[src/rtl/hazard_unit_if.sv]
// ID-stage control bundle between the pipeline front end and the hazard unit.
// The master side drives decoder fields and the EX branch result; the slave side returns enables/flushes.
interface hazard_unit_if #(
  parameter int REG_AW = 4,
  parameter int CNT_W  = 16
);
  logic              id_valid;
  logic [REG_AW-1:0] id_rs1;
  logic [REG_AW-1:0] id_rs2;
  logic              id_uses_rs2;
  logic [REG_AW-1:0] id_rd;
  logic              id_wen;
  logic              id_mem_read;
  logic              id_jump;
  logic              id_jr;
  logic              ex_branch_taken;
  logic              pc_en;
  logic              ifid_en;
  logic              ifid_flush;
  logic              idex_flush;
  logic [CNT_W-1:0]  stall_cnt;

  modport master (
    output id_valid, id_rs1, id_rs2, id_uses_rs2, id_rd, id_wen,
           id_mem_read, id_jump, id_jr, ex_branch_taken,
    input  pc_en, ifid_en, ifid_flush, idex_flush, stall_cnt
  );

  modport slave (
    input  id_valid, id_rs1, id_rs2, id_uses_rs2, id_rd, id_wen,
           id_mem_read, id_jump, id_jr, ex_branch_taken,
    output pc_en, ifid_en, ifid_flush, idex_flush, stall_cnt
  );
endinterface

[src/rtl/hazard_unit.sv]
// RAW hazard detection, redirect/jump flush control and a saturating stall counter for the ID stage.
// Define HAZARD_FWD_EN when the datapath forwards: only load-use then stalls.
module hazard_unit #(
  parameter int REG_AW = 4,
  parameter int CNT_W  = 16
) (
  input  logic         clk,
  input  logic         rst,
  hazard_unit_if.slave bus
);

  logic [REG_AW-1:0] ex_rd_q, ex_rd_d;
  logic              ex_wen_q, ex_wen_d;
  logic              ex_jr_q, ex_jr_d;
  logic [REG_AW-1:0] mem_rd_q, mem_rd_d;
  logic              mem_wen_q, mem_wen_d;
  logic [CNT_W-1:0]  stall_cnt_q, stall_cnt_d;
`ifdef HAZARD_FWD_EN
  logic              ex_mem_read_q, ex_mem_read_d;
`endif

  logic hit_ex;
  logic hit_mem;
  logic stall;
  logic redirect;
  logic bubble;

  // r0 is hard-wired zero, so a write to it can never create a dependency.
  assign hit_ex  = ex_wen_q && (ex_rd_q != '0) &&
                   ((ex_rd_q == bus.id_rs1) || (bus.id_uses_rs2 && (ex_rd_q == bus.id_rs2)));
  assign hit_mem = mem_wen_q && (mem_rd_q != '0) &&
                   ((mem_rd_q == bus.id_rs1) || (bus.id_uses_rs2 && (mem_rd_q == bus.id_rs2)));

`ifdef HAZARD_FWD_EN
  assign stall = bus.id_valid && hit_ex && ex_mem_read_q;
`else
  assign stall = bus.id_valid && (hit_ex || hit_mem);
`endif

  assign redirect = bus.ex_branch_taken || ex_jr_q;

  always_comb begin
    bus.pc_en      = 1'b1;
    bus.ifid_en    = 1'b1;
    bus.ifid_flush = 1'b0;
    bus.idex_flush = 1'b0;
    if (!rst) begin
      bus.pc_en      = 1'b0;
      bus.ifid_en    = 1'b0;
      bus.ifid_flush = 1'b1;
      bus.idex_flush = 1'b1;
    end else if (redirect) begin
      // The ID instruction is on the wrong path, so any stall or jump it asks for is moot.
      bus.ifid_flush = 1'b1;
      bus.idex_flush = 1'b1;
    end else if (stall) begin
      bus.pc_en      = 1'b0;
      bus.ifid_en    = 1'b0;
      bus.idex_flush = 1'b1;
    end else if (bus.id_valid && bus.id_jump) begin
      bus.ifid_flush = 1'b1;
    end
  end

  assign bus.stall_cnt = stall_cnt_q;
  assign bubble        = bus.idex_flush || !bus.id_valid;

  always_comb begin
    ex_rd_d     = bubble ? '0   : bus.id_rd;
    ex_wen_d    = bubble ? 1'b0 : bus.id_wen;
    ex_jr_d     = bubble ? 1'b0 : bus.id_jr;
    mem_rd_d    = ex_rd_q;
    mem_wen_d   = ex_wen_q;
    stall_cnt_d = stall_cnt_q;
    if (stall && !redirect && (stall_cnt_q != '1)) begin
      stall_cnt_d = stall_cnt_q + CNT_W'(1);
    end
  end

`ifdef HAZARD_FWD_EN
  always_ff @(posedge clk) begin
    if (!rst) begin
      ex_mem_read_q <= 1'b0;
    end else begin
      ex_mem_read_q <= ex_mem_read_d;
    end
  end

  assign ex_mem_read_d = bubble ? 1'b0 : bus.id_mem_read;
`else
  logic unused_mem_read;
  assign unused_mem_read = bus.id_mem_read;
`endif

  always_ff @(posedge clk) begin
    if (!rst) begin
      ex_rd_q     <= '0;
      ex_wen_q    <= 1'b0;
      ex_jr_q     <= 1'b0;
      mem_rd_q    <= '0;
      mem_wen_q   <= 1'b0;
      stall_cnt_q <= '0;
    end else begin
      ex_rd_q     <= ex_rd_d;
      ex_wen_q    <= ex_wen_d;
      ex_jr_q     <= ex_jr_d;
      mem_rd_q    <= mem_rd_d;
      mem_wen_q   <= mem_wen_d;
      stall_cnt_q <= stall_cnt_d;
    end
  end

endmodule
[src/flat_wrapper.sv]
// flat-port wrapper written by rule: the top's interface ports become plain ports
module hazard_unit_flat 
#(
  parameter int REG_AW = 4,
  parameter int CNT_W  = 16
)
  (clk, rst, bus_id_valid, bus_id_rs1, bus_id_rs2, bus_id_uses_rs2, bus_id_rd, bus_id_wen, bus_id_mem_read, bus_id_jump, bus_id_jr, bus_ex_branch_taken, bus_pc_en, bus_ifid_en, bus_ifid_flush, bus_idex_flush, bus_stall_cnt);
  hazard_unit_if #(.REG_AW(REG_AW), .CNT_W(CNT_W)) bus_i ();
  input  logic clk;
  input  logic rst;
  input wire logic [$bits(bus_i.id_valid)-1:0] bus_id_valid;
  input wire logic [$bits(bus_i.id_rs1)-1:0] bus_id_rs1;
  input wire logic [$bits(bus_i.id_rs2)-1:0] bus_id_rs2;
  input wire logic [$bits(bus_i.id_uses_rs2)-1:0] bus_id_uses_rs2;
  input wire logic [$bits(bus_i.id_rd)-1:0] bus_id_rd;
  input wire logic [$bits(bus_i.id_wen)-1:0] bus_id_wen;
  input wire logic [$bits(bus_i.id_mem_read)-1:0] bus_id_mem_read;
  input wire logic [$bits(bus_i.id_jump)-1:0] bus_id_jump;
  input wire logic [$bits(bus_i.id_jr)-1:0] bus_id_jr;
  input wire logic [$bits(bus_i.ex_branch_taken)-1:0] bus_ex_branch_taken;
  output wire logic [$bits(bus_i.pc_en)-1:0] bus_pc_en;
  output wire logic [$bits(bus_i.ifid_en)-1:0] bus_ifid_en;
  output wire logic [$bits(bus_i.ifid_flush)-1:0] bus_ifid_flush;
  output wire logic [$bits(bus_i.idex_flush)-1:0] bus_idex_flush;
  output wire logic [$bits(bus_i.stall_cnt)-1:0] bus_stall_cnt;
  assign bus_i.id_valid = bus_id_valid;
  assign bus_i.id_rs1 = bus_id_rs1;
  assign bus_i.id_rs2 = bus_id_rs2;
  assign bus_i.id_uses_rs2 = bus_id_uses_rs2;
  assign bus_i.id_rd = bus_id_rd;
  assign bus_i.id_wen = bus_id_wen;
  assign bus_i.id_mem_read = bus_id_mem_read;
  assign bus_i.id_jump = bus_id_jump;
  assign bus_i.id_jr = bus_id_jr;
  assign bus_i.ex_branch_taken = bus_ex_branch_taken;
  assign bus_pc_en = bus_i.pc_en;
  assign bus_ifid_en = bus_i.ifid_en;
  assign bus_ifid_flush = bus_i.ifid_flush;
  assign bus_idex_flush = bus_i.idex_flush;
  assign bus_stall_cnt = bus_i.stall_cnt;
  hazard_unit #(.REG_AW(REG_AW), .CNT_W(CNT_W)) u_core (.clk(clk), .rst(rst), .bus(bus_i));
endmodule
[config.mk]
export PLATFORM = sky130hd
export DESIGN_NAME = hazard_unit_flat
export DESIGN_NICKNAME = d
export VERILOG_FILES = /design/src/rtl/hazard_unit_if.sv /design/src/rtl/hazard_unit.sv /design/src/flat_wrapper.sv
export SDC_FILE = /design/constraint.sdc
export NUM_CORES = 1
export LEC_CHECK = 0
export ABC_AREA = 1
export CAP_MARGIN = 40
export CELL_PAD_IN_SITES_DETAIL_PLACEMENT = 0
export CELL_PAD_IN_SITES_GLOBAL_PLACEMENT = 2
export CORE_ASPECT_RATIO = 1.2
export CORE_MARGIN = 2
export CORE_UTILIZATION = 26
export CTS_BUF_LIST = sky130_fd_sc_hd__clkbuf_4 sky130_fd_sc_hd__clkbuf_8
export DETAILED_ROUTE_END_ITERATION = 7
export PLACE_DENSITY = 0.84
export SYNTH_ARGS = -nofsm -noshare
export SYNTH_HDL_FRONTEND = slang
export SYNTH_SLANG_ARGS = --single-unit
[constraint.sdc]
create_clock -name clk -period 1.94 [get_ports clk]
set_clock_uncertainty 0.1 [all_clocks]
set_input_delay 0.291 -clock clk [delete_from_list [all_inputs] [get_ports clk]]
set_output_delay 0.291 -clock clk [all_outputs]
set_load 0.02 [all_outputs]
==> flow_metrics.env <==
export IMPL_clock_sinks=27
export IMPL_viasPerCell=4.038
export IMPL_cts_buffer_depth=2
export IMPL_synth_cells=274
export IMPL_antennaDiodeCount=0
export IMPL_ys_async_sr_fraction_pct=0
export IMPL_route_detailed_drc=0
export IMPL_fin_ws_ns=-0.04097
export IMPL_hpwl_um=3511
export IMPL_die_x_um=77.09
export IMPL_synth_cell_area_mm2=0.001667
export IMPL_gp_congestion=0.8074
export IMPL_holdBufCountCts=0
export IMPL_yosys_warnings=0
export IMPL_yosysMostFrequentCell="nand2_1"
export IMPL_layout_nets=357
export IMPL_fin_tns_setup_ns=-0.1218
export IMPL_synth_edff_count=0
export IMPL_fp_row_count=31
export IMPL_fmaxAchievable_mhz=504.8
export IMPL_yosys_area_top_type="dfxtp_1"
export IMPL_routedWlPerCell_um=10.49
export IMPL_drt_iter0_drc=34
export IMPL_synthFlopType="dfxtp_1"
export IMPL_grt_pass1_vias=1671
export IMPL_io_buffers=39
export IMPL_antenna_found_initial=0
export IMPL_dieArea_mm2=0.007069
export IMPL_power_density_mw_per_mm2=435.3
export IMPL_arrival_ns=1.59
export IMPL_drv_cap=0
export IMPL_grt_max_degree=15
export IMPL_start_kind="flop"
export IMPL_grt_usage_pct=12.85
export IMPL_critical_path_class="flop to output port"
export IMPL_drt_total_wl_um=4362
export IMPL_synth_common_cells="nand2_1, nor2_1, inv_1"
export IMPL_coreArea_mm2=0.006128
export IMPL_finalHoldViolations=0
export IMPL_hold_path_class="flop to flop"
export IMPL_initial_core_util_pct=27.19
export IMPL_antenna_left=0
export IMPL_critPathRequiredTime_ns=1.55
export IMPL_clkTransAtPathRegs_ns=0.10
export IMPL_ys_seq_area_share_pct=32.43
export IMPL_drive_above_1_share_pct=21.26
export IMPL_cts_root_buf="clkbuf_8"
export IMPL_cts_tree="yes"
export IMPL_dr_pass1_iters=4
export IMPL_insertion_delay_ns=0.27
export IMPL_rsz0062_at_grt="yes"
export IMPL_worst_pin_slew_ns=0.3481
export IMPL_setup_viol=4
export IMPL_syn_avg_cell_area_um2=6.082
export IMPL_grt_pass1_wl_um=7479
export IMPL_cp_end_kind="output port"
export IMPL_ir_drop_mv=0.2484
export IMPL_synth_fp_nets=296
export IMPL_fin_crit_sh_pct=102.1
export IMPL_h_tree_depth=1
export IMPL_cts_buffers_inserted=3
export IMPL_boundaryPins=41
export IMPL_areaGrowthSynthToFinish_pct=44.44
export IMPL_ys_types=23
export IMPL_violations="negative setup slack"
export IMPL_ys_ff_latch=27
export IMPL_yosys_top_cells_area="dfxtp_1, nand2_1, nor2_1"
export IMPL_dp_cells=410
export IMPL_worst_path_max_fanout=4
export IMPL_die_h_um=91.71
export IMPL_grt_overflow=0
export IMPL_num_vias=1680
export IMPL_final_max_slew_viol_count=0
export IMPL_finalCriticalPeriod_ns=1.981
export IMPL_slew_headroom_pct=76.71
export IMPL_cellLeakagePower_nw=1.142
export IMPL_fin_cells=416
export IMPL_synth_top_area_share_pct=32.43
export IMPL_status="complete, but fails checks"
-- layout make-up --
cell class	instances	area (um^2)
fillers	718	3721
multi-input cells	188	940.9
repair buffers	62	564.3
flip-flops and latches	27	551.8
inverters	53	198.9
well taps	82	102.6
clock buffers	4	48.80
-- power breakdown --
part / total [mW] / switching [mW] / internal (mW)
Sequential: 0.563 / 0.00507 / 0.558
Combinational: 0.143 / 0.0695 / 0.0736
Clock: 0.342 / 0.180 / 0.161
Total: 1.05 / 0.255 / 0.793
-- cells by family after synthesis --
group	synth area share, %
AOI/OAI and AO/OA	6.456
xor gates and xnor gates	4.204
adders and majority gates	0.7506
buffers and inverters	13.96
DFF	32.43
and+or+nand+nor	42.19
-- critical path, stage by stage (launching register included) --
cell     delay, ns
dfxtp_2       0.35
buf_6         0.12
nand2_2       0.04
nand2_1       0.04
nor2_1        0.11
nand3_1       0.08
nand2_1       0.08
nand2_2       0.06
nand2_4       0.08
nand2_4       0.06
nand3_2       0.07
nand3_2       0.07
buf_6         0.15
-- placed cells by master (no fill, tap or decap), types with 4 or more instances in the layout --
cell,count
nand2_1,69
nor2_1,52
inv_1,48
clkdlybuf4s50_1,26
buf_4,22
dfxtp_1,20
nand4_1,11
nand3_1,9
nand2_2,8
dlygate4sd2_1,8
nor2_2,7
xor2_1,6
o21ai_0,6
dfxtp_2,6
inv_2,5
buf_6,5
nand3_2,4
o21bai_2,4
-- what timing repair did --
| action | in CTS | in global routing |
|---|---|---|
| buffers inserted | 3 | 2 |
| setup endpoints to repair | 4 | 16 |
| resized for setup | 48 | 14 |
| hold endpoints to repair | 0 | 0 |
| pin swaps | 8 | 3 |
-- sequential cells by signal, indices dropped and copies added, names as in the netlist --
name                  cells
u_core.bus.stall_cnt     16
u_core.ex_jr_q            1
u_core.ex_rd_q            4
u_core.ex_wen_q           1
u_core.mem_rd_q           4
u_core.mem_wen_q          1
-- path summary, 6_finish.rpt --
check                                  startpoint                                     to  cells after the start  slack (ns)
max reg2reg  u_core.bus.stall_cnt[1]$_SDFFE_PN0P_  u_core.bus.stall_cnt[13]$_SDFFE_PN0P_                     12        0.20
max                  u_core.ex_rd_q[0]$_SDFF_PP0_                         bus_ifid_flush                     12       -0.04
min                  u_core.ex_rd_q[1]$_SDFF_PP0_          u_core.mem_rd_q[1]$_SDFF_PN0_                      2        0.37
min reg2reg          u_core.ex_rd_q[1]$_SDFF_PP0_          u_core.mem_rd_q[1]$_SDFF_PN0_                      2        0.37
-- stage by stage --
step | area [um^2] | worst slack (ns) | util [%] | hold slack (ns) | power, mW
after floorplan | 1667 | 0.1065 | - | 0.3032 | 0.6379
after global placement | 2283 | -0.6598 | 37.26 | 0.3788 | 0.7221
after detailed placement | 2283 | -0.6707 | 37.26 | 0.3711 | 0.7207
after CTS | 2390 | -0.08755 | 39.00 | 0.3767 | 1.064
after global routing | 2407 | -0.1788 | 39.28 | 0.3896 | 1.095
final | 2407 | -0.04097 | 39.28 | 0.3668 | 1.048
-- layer usage --
layer  wire, um  track usage (%)  up-vias
met5          0                0        -
met4         27            3.125        0
met3        156            1.870        2
met2       2202            24.27       24
met1       1975            15.11      714
li1           -                -      940
Power figures use the tool's default switching activity.
